<file path="config.mk">
export PLATFORM = sky130hd
export DESIGN_NAME = bus_copy_dma
export DESIGN_NICKNAME = d
export VERILOG_FILES = /design/src/rtl/bus_copy_dma_pkg.sv /design/src/rtl/bus_copy_dma.sv
export SDC_FILE = /design/constraint.sdc
export NUM_CORES = 1
export LEC_CHECK = 0
export ABC_CLOCK_PERIOD_IN_PS = 2380
export BUFFER_PORTS_ARGS = -buffer_cell sky130_fd_sc_hd__buf_2
export CAP_MARGIN = 20
export CORE_ASPECT_RATIO = 0.75
export CORE_UTILIZATION = 50
export CTS_CLUSTER_DIAMETER = 150
export DETAILED_ROUTE_END_ITERATION = 8
export PLACE_DENSITY = 0.72
export RECOVER_POWER = 100
export SYNTH_ARGS = -nofsm -noshare
export SYNTH_HDL_FRONTEND = slang
export SYNTH_SLANG_ARGS = --single-unit
</file>
<file path="constraint.sdc">
create_clock -name sys_clk -period 2.38 [get_ports sys_clk]
set_input_delay 0.357 -clock sys_clk [delete_from_list [all_inputs] [get_ports sys_clk]]
set_output_delay 0.357 -clock sys_clk [all_outputs]
set_load 0.03 [all_outputs]
</file>
<file path="src/rtl/bus_copy_dma_pkg.sv">
// Shared bus definitions for the copy DMA: bus widths, timeout default and FSM encoding.
package bus_copy_dma_pkg;
  localparam int ADDR_W                 = 16;
  localparam int DATA_W                 = 8;
  localparam int WAIT_W                 = 16;
  localparam int TIMEOUT_CYCLES_DEFAULT = 255;

  typedef enum logic [1:0] {
    IDLE   = 2'd0,
    READ   = 2'd1,
    WRITE  = 2'd2,
    FINISH = 2'd3
  } state_t;
endpackage

</file>
<file path="src/rtl/bus_copy_dma.sv">
// Byte-at-a-time bus copy engine: read one byte from src, write it to dst, repeat.
// Every output comes straight from a register; the next-state process computes them all.
module bus_copy_dma
  import bus_copy_dma_pkg::*;
#(
  parameter int TIMEOUT_CYCLES = TIMEOUT_CYCLES_DEFAULT
) (
  input  logic              sys_clk,
  input  logic              reset_n,
  input  logic              start,
  input  logic [ADDR_W-1:0] src_addr,
  input  logic [ADDR_W-1:0] dst_addr,
  input  logic [15:0]       length,
  output logic              busy,
  output logic              done,
  output logic              error,
  output logic [ADDR_W-1:0] bus_addr,
  output logic              rd_req,
  input  logic              rd_ack,
  input  logic [DATA_W-1:0] rd_data,
  output logic [DATA_W-1:0] wr_data,
  output logic              wr_en
);

  state_t              r_state, w_state_next;
  logic [ADDR_W-1:0]   r_src, w_src_next;
  logic [ADDR_W-1:0]   r_dst, w_dst_next;
  logic [15:0]         r_remaining, w_remaining_next;
  logic [WAIT_W-1:0]   r_wait, w_wait_next;
  logic                r_busy, w_busy_next;
  logic                r_done, w_done_next;
  logic                r_error, w_error_next;
  logic [ADDR_W-1:0]   r_bus_addr, w_bus_addr_next;
  logic                r_rd_req, w_rd_req_next;
  logic [DATA_W-1:0]   r_wr_data, w_wr_data_next;
  logic                r_wr_en, w_wr_en_next;
  logic                w_timeout;

  // Last waiting cycle: the counter is about to reach TIMEOUT_CYCLES.
  assign w_timeout = (r_wait == WAIT_W'(TIMEOUT_CYCLES - 1));

  always_ff @(posedge sys_clk) begin
    if (!reset_n) begin
      r_state     <= IDLE;
      r_src       <= '0;
      r_dst       <= '0;
      r_remaining <= '0;
      r_wait      <= '0;
      r_busy      <= 1'b0;
      r_done      <= 1'b0;
      r_error     <= 1'b0;
      r_bus_addr  <= '0;
      r_rd_req    <= 1'b0;
      r_wr_data   <= '0;
      r_wr_en     <= 1'b0;
    end else begin
      r_state     <= w_state_next;
      r_src       <= w_src_next;
      r_dst       <= w_dst_next;
      r_remaining <= w_remaining_next;
      r_wait      <= w_wait_next;
      r_busy      <= w_busy_next;
      r_done      <= w_done_next;
      r_error     <= w_error_next;
      r_bus_addr  <= w_bus_addr_next;
      r_rd_req    <= w_rd_req_next;
      r_wr_data   <= w_wr_data_next;
      r_wr_en     <= w_wr_en_next;
    end
  end

  always_comb begin
    w_state_next     = r_state;
    w_src_next       = r_src;
    w_dst_next       = r_dst;
    w_remaining_next = r_remaining;
    w_wait_next      = r_wait;
    w_busy_next      = r_busy;
    w_done_next      = 1'b0;
    w_error_next     = 1'b0;
    w_bus_addr_next  = r_bus_addr;
    w_rd_req_next    = 1'b0;
    w_wr_data_next   = r_wr_data;
    w_wr_en_next     = 1'b0;

    case (r_state)
      IDLE: begin
        if (start) begin
          if (length != 16'd0) begin
            w_src_next       = src_addr;
            w_dst_next       = dst_addr;
            w_remaining_next = length;
            w_wait_next      = '0;
            w_busy_next      = 1'b1;
            w_rd_req_next    = 1'b1;
            w_bus_addr_next  = src_addr;
            w_state_next     = READ;
          end else begin
            w_done_next  = 1'b1;
            w_busy_next  = 1'b0;
            w_state_next = FINISH;
          end
        end
      end

      READ: begin
        // An ack on the final waiting cycle still wins over the timeout.
        if (rd_ack) begin
          w_wr_data_next  = rd_data;
          w_bus_addr_next = r_dst;
          w_wr_en_next    = 1'b1;
          w_state_next    = WRITE;
        end else if (w_timeout) begin
          w_done_next  = 1'b1;
          w_error_next = 1'b1;
          w_busy_next  = 1'b0;
          w_state_next = FINISH;
        end else begin
          w_wait_next   = r_wait + WAIT_W'(1);
          w_rd_req_next = 1'b1;
        end
      end

      WRITE: begin
        w_src_next       = r_src + ADDR_W'(1);
        w_dst_next       = r_dst + ADDR_W'(1);
        w_remaining_next = r_remaining - 16'd1;
        if (r_remaining == 16'd1) begin
          w_done_next  = 1'b1;
          w_busy_next  = 1'b0;
          w_state_next = FINISH;
        end else begin
          // rd_req was low during this WRITE cycle, giving the gap between reads.
          w_wait_next     = '0;
          w_rd_req_next   = 1'b1;
          w_bus_addr_next = r_src + ADDR_W'(1);
          w_state_next    = READ;
        end
      end

      FINISH: begin
        w_state_next = IDLE;
      end

      default: begin
        w_state_next = IDLE;
      end
    endcase
  end

  assign busy     = r_busy;
  assign done     = r_done;
  assign error    = r_error;
  assign bus_addr = r_bus_addr;
  assign rd_req   = r_rd_req;
  assign wr_data  = r_wr_data;
  assign wr_en    = r_wr_en;

endmodule

</file>
==> impl_metrics.tcl, run 1 <==
set metrics [dict create \
    status "complete, no violations" \
    reg2reg_setup_slack_ns 0.13 \
    n_antenna_cell 0 \
    ant_nets 0 \
    synthXorXnorAreaFrac 0.0106 \
    crit_chain "buf_2, or4_1, o41a_1, mux2i_4, clkbuf_4, nor2_1, o21a_1" \
    rsz0062_at_grt "yes" \
    clk_latency_ns 0.35 \
    syn_area_per_cell_um2 7.78 \
    synth_edf_count 0 \
    grt_pass1_wl_um 27700 \
    crit_arrival_ns 2.50 \
    cp_max_fo 33 \
    async_flop_share 0 \
    dp.cells 953 \
    cts_max_level 3 \
    fp-row-count 33 \
    finalHoldViolCount 0 \
    worstSetupPathType "primary input to flop" \
    netlist.area_leader.share 0.329 \
    fin_ws_ns 0.118 \
    slowest_delay_ns 0.59 \
    dr_total_vias 6181 \
    portBuffers 88 \
    synth_cells 744 \
    grt_pass1_vias 5548 \
    fmax_mhz 442 \
    min_path_cells 3 \
    netlist_area_mm2 0.00579 \
    worstMarginPinSlew_ns 0.642 \
    start_kind "primary input" \
    clkSinkCount 95 \
    end_kind "flop" \
    drive_gt1_frac 0.149 \
    synthDistinctLibCells 64 \
    maxCapViolations 0 \
    synthMuxAreaShare 0.0249 \
    setup_viol 0 \
    hold_end "wr_data[2]" \
    dp_hpwl_um 11700 \
    path_clk_slew_ns 0.06 \
    cts_tree "done" \
    coreArea_mm2 0.0111 \
    ioPinCount 89 \
    hold_class "primary input to flop" \
    area_growth_pct 17.0 \
    wire_per_inst_um 17.5 \
    grt-ovfl-total 0 \
    crit_required_ns 2.62 \
    antenna_found_initial 0 \
    initial_core_util 0.521 \
    fp.dieH_um 95.2 \
    gp_congestion 0.862 \
    root_buffer "clkbuf_16" \
    synth_seq_cells 95 \
    reg2reg_to "r_remaining[13]" \
    critPathSlowestCell "or4_1" \
    cts_buffer_depth 2 \
    synth_seq_area_share 0.329 \
    dr.first_iter.drc_count 601 \
    powerDensity_mw_per_mm2 1130 \
    vias_per_cell 6.39 \
    synthAdderAreaFrac 0.0238 \
    rr_startpoint "r_state[0]" \
    leakagePower_uw 0.00246 \
    grt_max_degree 83 \
    drtPass1Iterations 5 \
    drc 0 \
    tns_ns 0 \
    fin_skew_ns 0.00688 \
    nets 895 \
    finalCritPeriodShare 0.950 \
    hold_start "rd_data[2]" \
    dpl_worst_slack_ns -0.0556 \
    dieArea_mm2 0.0120 \
    stdcell_count 968 \
    whs_ns 0.266 \
    ys.flop_type "dfxtp_1" \
    r2r_cells 8 \
    fillers 1024 \
    finalMaxSlewViolations 0 \
    cts_made_buffers 9 \
    synth-simple-area-share 0.264 \
    ir_drop_mv 0.548 \
    yosys-top-cells-area "dfxtp_1 33%, o21ai_0 5.4%, nand2_1 5.3%" \
    wl_um 16900 \
    ys.warnings.count 0 \
    max_slew_margin 0.568 \
    period_minus_slack_ns 2.26 \
    netlist.top_cell.by_area "dfxtp_1" \
    die_x_um 126 \
    grt_usage 0.289 \
    synth_compound_area_frac 0.298 \
    syn_nets 815 \
    synth_top_family_by_area "compound AO/OA/AOI/OAI gates" \
]
==> where the power goes <==
| part | total (µW) | switching, µW | leakage [µW] | internal [µW] |
|---|---|---|---|---|
| logic | 3850 | 2420 | 0.00156 | 1420 |
| clock network | 1320 | 591 | 0.000127 | 732 |
| registers | 2470 | 436 | 0.000778 | 2030 |
==> worst max path at each step <==
stage	slack [ns]	startpoint	end	cells after the start
6_report	0.12	length[5]	r_src[8]	7
3_3_place_gp	-0.02	length[6]	r_src[0]	7
2_1_floorplan	0.19	length[6]	r_dst[0]	6
4_1_cts	0.1	r_state[0]	r_wait[0]	8
5_1_grt	-0.006	r_state[1]	bus_addr[15]	8
3_5_place_dp	-0.06	length[6]	r_src[0]	7
==> cells by family (layout without fill, tap and decap cells) <==
logic type / count (synthesis) / after routing
flops: 95 / 95
compound gates: 259 / 259
buf+inv: 70 / 154
fa+ha+maj: 11 / 11
mux: 13 / 13
simple gates: 289 / 289
xor+xnor: 7 / 7
==> sequential cells by signal, summed over array words and instances (netlist names) <==
name	count
error	1
wr_data	8
rd_req	1
r_dst	16
done	1
r_wait	16
r_remaining	16
wr_en	1
bus_addr	16
busy	1
r_state	2
r_src	16
==> synth_stat cells (3+ instances only) <==
| master | number |
|---|---|
| o22ai_1 | 6 |
| nand2_1 | 81 |
| o31ai_1 | 23 |
| buf_2 | 10 |
| inv_1 | 13 |
| a21boi_0 | 25 |
| o211ai_1 | 8 |
| nor2b_1 | 20 |
| nor2_1 | 41 |
| o2bb2ai_1 | 5 |
| nand2b_1 | 5 |
| and3_1 | 10 |
| nand3_1 | 21 |
| o21a_1 | 18 |
| or4_1 | 25 |
| a21oi_1 | 50 |
| nor4_1 | 12 |
| nand4_1 | 16 |
| nand3b_1 | 5 |
| o211a_1 | 3 |
| and2_0 | 3 |
| mux2i_1 | 11 |
| clkbuf_1 | 42 |
| xnor2_1 | 4 |
| o21ai_0 | 62 |
| o32ai_1 | 3 |
| dfxtp_1 | 95 |
| or2_2 | 3 |
| xor2_1 | 3 |
| a21boi_1 | 24 |
| and4_1 | 5 |
| and2_1 | 7 |
| o221a_1 | 3 |
| nor3b_1 | 5 |
| or3_1 | 3 |
| a221oi_1 | 5 |
| nor3_1 | 20 |
| ha_1 | 11 |
| buf_1 | 3 |
==> layer usage <==
metal | vias to the layer above | wire (µm) | GRT usage
met2 | 290 | 7690 | 0.477
met5 | - | 0 | 0
met4 | 0 | 306 | 0.0723
met1 | 2929 | 7580 | 0.382
li1 | 2933 | - | -
met3 | 29 | 1360 | 0.0696
==> worst max-delay path: cells and delay by family <==
kind                   cells  cell delay (ns)
AO/OA/AOI/OAI              2             0.71
buffers and inverters      2             0.52
multiplexers               1             0.18
AND/OR/NAND/NOR            2             0.72
==> cell type report <==
type,instances,area [µm²],area share
multi-input combinational,579,3620,0.535
sequential,95,1900,0.281
timing repair buffer,126,758,0.112
clock buffer,14,254,0.0375
tap,140,175,0.0259
inverter,13,48.8,0.00721
clock inverter,1,5.00,0.000739
==> repair_timing <==
action / in CTS / in global routing
setup endpoints to repair: 0 / 5
buffers inserted: 0 / 0
hold buffers: 0 / 0
gates resized for setup: 0 / 4
==> metrics by stage <==
step	area [µm²]	power, µW	util
5_1_grt	6770	8150	0.609
6_report	6770	7640	0.609
3_5_place_dp	6540	6330	0.589
4_1_cts	6800	7660	0.612
3_3_place_gp	6540	6210	0.589
2_1_floorplan	5790	5000	-
==> placed cells by master, fill, tap and decap left out, types with 12 or more instances in the layout <==
master    synthesis  routed
dfxtp_1          95      93
nand2_1          81      81
o21ai_0          62      62
buf_2            10      58
a21oi_1          50      50
nor2_1           41      41
clkbuf_1         42      34
buf_4             0      32
a21boi_0         25      28
or4_1            25      25
o31ai_1          23      23
nand3_1          21      21
a21boi_1         24      21
nor2b_1          20      20
nor3_1           20      20
o21a_1           18      18
nand4_1          16      16
inv_1            13      12
nor4_1           12      12
Note: power is estimated with default switching activity, not from simulation.
==> run 2, diff against run 1 <==
--- a/config.mk
+++ b/config.mk
@@ -12,6 +12,7 @@
 export CORE_UTILIZATION = 50
 export CTS_CLUSTER_DIAMETER = 150
 export DETAILED_ROUTE_END_ITERATION = 8
+export MAX_ROUTING_LAYER = met4
 export PLACE_DENSITY = 0.72
 export RECOVER_POWER = 100
 export SYNTH_ARGS = -nofsm -noshare
==> impl_metrics.tcl, run 2 (same netlist as run 1, synthesis figures left out) <==
set metrics [dict create \
    gp_congestion 0.876 \
    crit_chain "inv_2, ha_2, nor4bb_1, and4_1, a21o_2, buf_12, or4_1, a21boi_0" \
    cts_setup_buffers 0 \
    clk_latency_ns 0.34 \
    crit_arrival_ns 2.56 \
    fp-row-count 33 \
    nets 896 \
    fp.dieH_um 95.2 \
    ir_drop_mv 0.540 \
    status "complete, no violations" \
    crit_start "r_state[0]" \
    holdBufCountCts 0 \
    fillers 1013 \
    multiInputGateArea_mm2 0.00360 \
    tns_ns 0 \
    drc 0 \
    critPathSlowestCell "or4_1" \
    fin_skew_ns 0.00314 \
    antenna_found_initial 0 \
    ant_nets 0 \
    crit_required_ns 2.64 \
    fmax_mhz 435 \
    leakagePower_uw 0.00246 \
    stdcell_area_mm2 0.00675 \
    drive_gt1_frac 0.148 \
    coreArea_mm2 0.0111 \
    grt_usage 0.289 \
    root_buffer "clkbuf_16" \
    dr_total_vias 6123 \
    final_cell_mix "95 x dfxtp_1, 81 x nand2_1, 62 x o21ai_0" \
    drtPass1Iterations 7 \
    rr_startpoint "r_state[0]" \
    cts_resized 0 \
    place_area_mm2 0.00655 \
    cts_made_buffers 9 \
    cts_max_level 3 \
    ioPinCount 89 \
    initial_core_util 0.521 \
    cts_tree "done" \
    finalCritPeriodShare 0.966 \
    wl_um 16800 \
    finalMaxSlewViolations 0 \
    cp_top_family "simple AND/OR/NAND/NOR gates" \
    grt_pass1_wl_um 26900 \
    area_growth_pct 16.7 \
    hold_class "primary input to flop" \
    period_minus_slack_ns 2.30 \
    cts_buffer_depth 2 \
    max_slew_margin 0.577 \
    wire_per_inst_um 17.3 \
    clkSinkCount 95 \
    rsz0062_at_grt "no" \
    path_clk_slew_ns 0.06 \
    dp_hpwl_um 11500 \
    vias_per_cell 6.33 \
    timing.critical_path.buf_inv 2 \
    dieArea_mm2 0.0120 \
    final_common_cell "dfxtp_1" \
    end_kind "flop" \
    setup_viol 0 \
    start_kind "flop" \
    grt-ovfl-total 0 \
    maxCapViolations 0 \
    portBuffers 88 \
    slowest_delay_ns 0.49 \
    cp_max_fo 18 \
    n_antenna_cell 0 \
    dr.first_iter.drc_count 572 \
    grt_pass1_vias 5517 \
    worstMarginPinSlew_ns 0.629 \
    die_x_um 126 \
    hold_start "rd_data[2]" \
    worstSetupPathType "flop to flop" \
    grt_max_degree 83 \
    finalHoldViolCount 0 \
    regArea_mm2 0.00190 \
    powerDensity_mw_per_mm2 1130 \
]
==> run 2: stage by stage <==
| step | setup WS [ns] | util | hold WS, ns | cells | power (µW) |
|---|---|---|---|---|---|
| 5_1_grt | 0.0128 | 0.608 | 0.261 | 967 | 8100 |
| 3_5_place_dp | -0.0561 | 0.590 | 0.458 | 954 | 6340 |
| 6_report | 0.0816 | 0.608 | 0.260 | 967 | 7610 |
| 2_1_floorplan | 0.192 | - | 0.447 | 744 | 5000 |
| 4_1_cts | 0.0870 | 0.612 | 0.256 | 967 | 7660 |
| 3_3_place_gp | -0.0210 | 0.590 | 0.448 | 954 | 6230 |
==> run 2: path summary, 6_finish.rpt <==
path                endpoint  slack [ns]  cells past startpoint
setup / recovery   r_wait[1]        0.08                      8
hold / removal    wr_data[2]        0.26                      3
setup reg to reg   r_wait[1]        0.08                      8
hold reg to reg   wr_data[2]        0.46                      2
==> run 2: cell type report <==
type | instances | share of cell area
well taps | 140 | 0.0259
inverters | 13 | 0.00723
multi-input cells | 579 | 0.533
clock buffers | 11 | 0.0360
repair buffers | 127 | 0.114
clock inverters | 2 | 0.00148
flip-flops and latches | 95 | 0.282
==> run 2: worst reg2reg max path: stages, from the launching register on <==
cell and delay, ns:
dfxtp_1 0.40, inv_2 0.09, ha_2 0.22, nor4bb_1 0.13, and4_1 0.23, a21o_2 0.27, buf_12 0.17, or4_1 0.50
a21boi_0 0.20
==> run 2: routing by layer <==
metal	routed length, µm	up-vias	part of all wire	global-route usage
met5	0	-	0	-
met4	426	0	0.025	0.116
met3	1190	36	0.071	0.0511
met2	7350	270	0.44	0.448
met1	7810	2887	0.47	0.376
li1	-	2930	-	-
==> run 2: power breakdown <==
group / leakage [µW] / switching [µW] / internal (µW)
clock network: 0.000127 / 590 / 717
logic: 0.00156 / 2400 / 1440
registers: 0.000778 / 436 / 2030
total: 0.00246 / 3430 / 4180
==> run 3, diff against run 2 <==
--- a/config.mk
+++ b/config.mk
@@ -6,7 +6,7 @@
 export NUM_CORES = 1
 export LEC_CHECK = 0
 export ABC_CLOCK_PERIOD_IN_PS = 2380
-export BUFFER_PORTS_ARGS = -buffer_cell sky130_fd_sc_hd__buf_2
+export BUFFER_PORTS_ARGS = -buffer_cell sky130_fd_sc_hd__buf_4
 export CAP_MARGIN = 20
 export CORE_ASPECT_RATIO = 0.75
 export CORE_UTILIZATION = 50
@@ -14,7 +14,6 @@
 export DETAILED_ROUTE_END_ITERATION = 8
 export MAX_ROUTING_LAYER = met4
 export PLACE_DENSITY = 0.72
-export RECOVER_POWER = 100
 export SYNTH_ARGS = -nofsm -noshare
 export SYNTH_HDL_FRONTEND = slang
 export SYNTH_SLANG_ARGS = --single-unit
==> impl_metrics.tcl, run 3 (same netlist as run 1, synthesis figures left out) <==
set metrics [dict create \
    status "complete, no violations" \
    crit_arrival_ns 2.57 \
    coreArea_mm2 0.0111 \
    fin_skew_ns 0.00922 \
    final_util 0.637 \
    grt_pass1_vias 5527 \
    antenna_found_initial 0 \
    dr_total_vias 6150 \
    path_clk_slew_ns 0.07 \
    dr.first_iter.drc_count 624 \
    fmax_mhz 435 \
    clkSinkCount 95 \
    area_growth_pct 22.3 \
    cts_max_level 3 \
    ir_drop_mv 0.612 \
    clkPwrFrac 0.183 \
    fp-row-count 33 \
    end_kind "flop" \
    cts_buffer_depth 2 \
    worstMarginPinSlew_ns 0.653 \
    rsz0062_at_grt "yes" \
    place_area_mm2 0.00673 \
    switching_share 0.438 \
    hold_class "primary input to flop" \
    slowest_delay_ns 0.50 \
    cp_max_fo 5 \
    hold_start "rd_data[7]" \
    finalHoldViolCount 0 \
    dp_hpwl_um 11700 \
    p_switching_uw 3520 \
    initial_core_util 0.521 \
    fp.dieH_um 95.2 \
    drive_gt1_frac 0.189 \
    grt_max_degree 83 \
    crit_chain "inv_1, ha_2, nor4bb_1, and4_4, a21o_4, buf_4, or4_1, a21boi_0" \
    final_common_cell "buf_4" \
    grt_pass1_wl_um 27200 \
    vias_per_cell 6.37 \
    grt_usage 0.293 \
    power.internal_uw 4530 \
    cts_tree "done" \
    wire_per_inst_um 17.9 \
    ant_nets 0 \
    max_slew_margin 0.561 \
    die_x_um 126 \
    rr_startpoint "r_state[0]" \
    cts_made_buffers 9 \
    clk_latency_ns 0.35 \
    ioPinCount 89 \
    cp_top_family "simple AND/OR/NAND/NOR gates" \
    crit_start "r_state[0]" \
    crit_required_ns 2.65 \
    gp_congestion 0.900 \
    maxCapViolations 0 \
    leakagePower_uw 0.00266 \
    cts_setup_buffers 0 \
    powerDensity_mw_per_mm2 1140 \
    power_frac_comb 0.509 \
    nets 894 \
    dieArea_mm2 0.0120 \
    setup_viol 0 \
    final_cell_mix "119 x buf_4, 94 x dfxtp_1, 81 x nand2_1" \
    period_minus_slack_ns 2.30 \
    portBuffers 88 \
    grt-ovfl-total 0 \
    worstSetupPathType "flop to flop" \
    stdcell_area_mm2 0.00708 \
    timing.critical_path.buf_inv 2 \
    drtPass1Iterations 5 \
    finalCritPeriodShare 0.965 \
    drc 0 \
    n_antenna_cell 0 \
    p_seq_frac 0.308 \
    root_buffer "clkbuf_16" \
    finalMaxSlewViolations 0 \
    critPathSlowestCell "or4_1" \
    start_kind "flop" \
    wl_um 17300 \
]
## run 3: cell count changes in the layout (fill, tap and decap cells not counted), sizes merged
| cell | delta |
|---|---|
| clkbuf | -30 |
| buf | +28 |
| bufinv | +1 |
## run 3: what timing repair did
item | CTS | global route
setup endpoints to repair | 0 | 28
gates resized for setup | 0 | 6
hold buffers | 0 | 0
## run 3: final timing paths
check	slack (ns)	to	depth (start not counted)
setup / recovery	0.08	r_wait[0]	8
hold / removal	0.26	wr_data[7]	3
setup reg to reg	0.08	r_wait[0]	8
hold reg to reg	0.47	wr_data[1]	2
## run 3: power groups by stage
stage               combinational, µW  sequential [µW]  clock (µW)
global placement                 3890             2460           0
finish                           4100             2480        1470
global route                     4430             2530        1570
detailed placement               3960             2490           0
CTS                              3970             2450        1500
floorplan                        2300             2700           0
## run 3: layer usage
layer	up-vias	track usage	share of wire
met5	-	-	0
met4	0	0.107	0.020
met3	39	0.0426	0.072
met2	276	0.475	0.46
met1	2917	0.375	0.45
li1	2918	-	-
## run 3: final cells by class
class,instances,area [µm²]
tap,140,175
clock buffer,11,253
clock inverter,3,43.8
fill,1004,4030
multi-input combinational,579,3630
sequential,95,1900
inverter,13,48.8
timing repair buffer,125,1030
## run 3: tightest hold or removal path, stage by stage
cell and delay (ns):
buf_4 0.11, nand2_1 0.04, a21boi_0 0.06
## run 3: per-stage QoR
| stage | std cells | setup slack (ns) | total power [µW] | hold WS (ns) | setup TNS (ns) |
|---|---|---|---|---|---|
| finish | 966 | 0.0836 | 8050 | 0.263 | 0 |
| CTS | 965 | 0.0170 | 7930 | 0.260 | 0 |
| detailed placement | 951 | -0.0760 | 6440 | 0.459 | -2.13 |
| floorplan | 744 | 0.192 | 5000 | 0.447 | 0 |
| global placement | 951 | -0.0484 | 6350 | 0.451 | -0.342 |
| global route | 966 | -0.0215 | 8520 | 0.268 | -0.0221 |
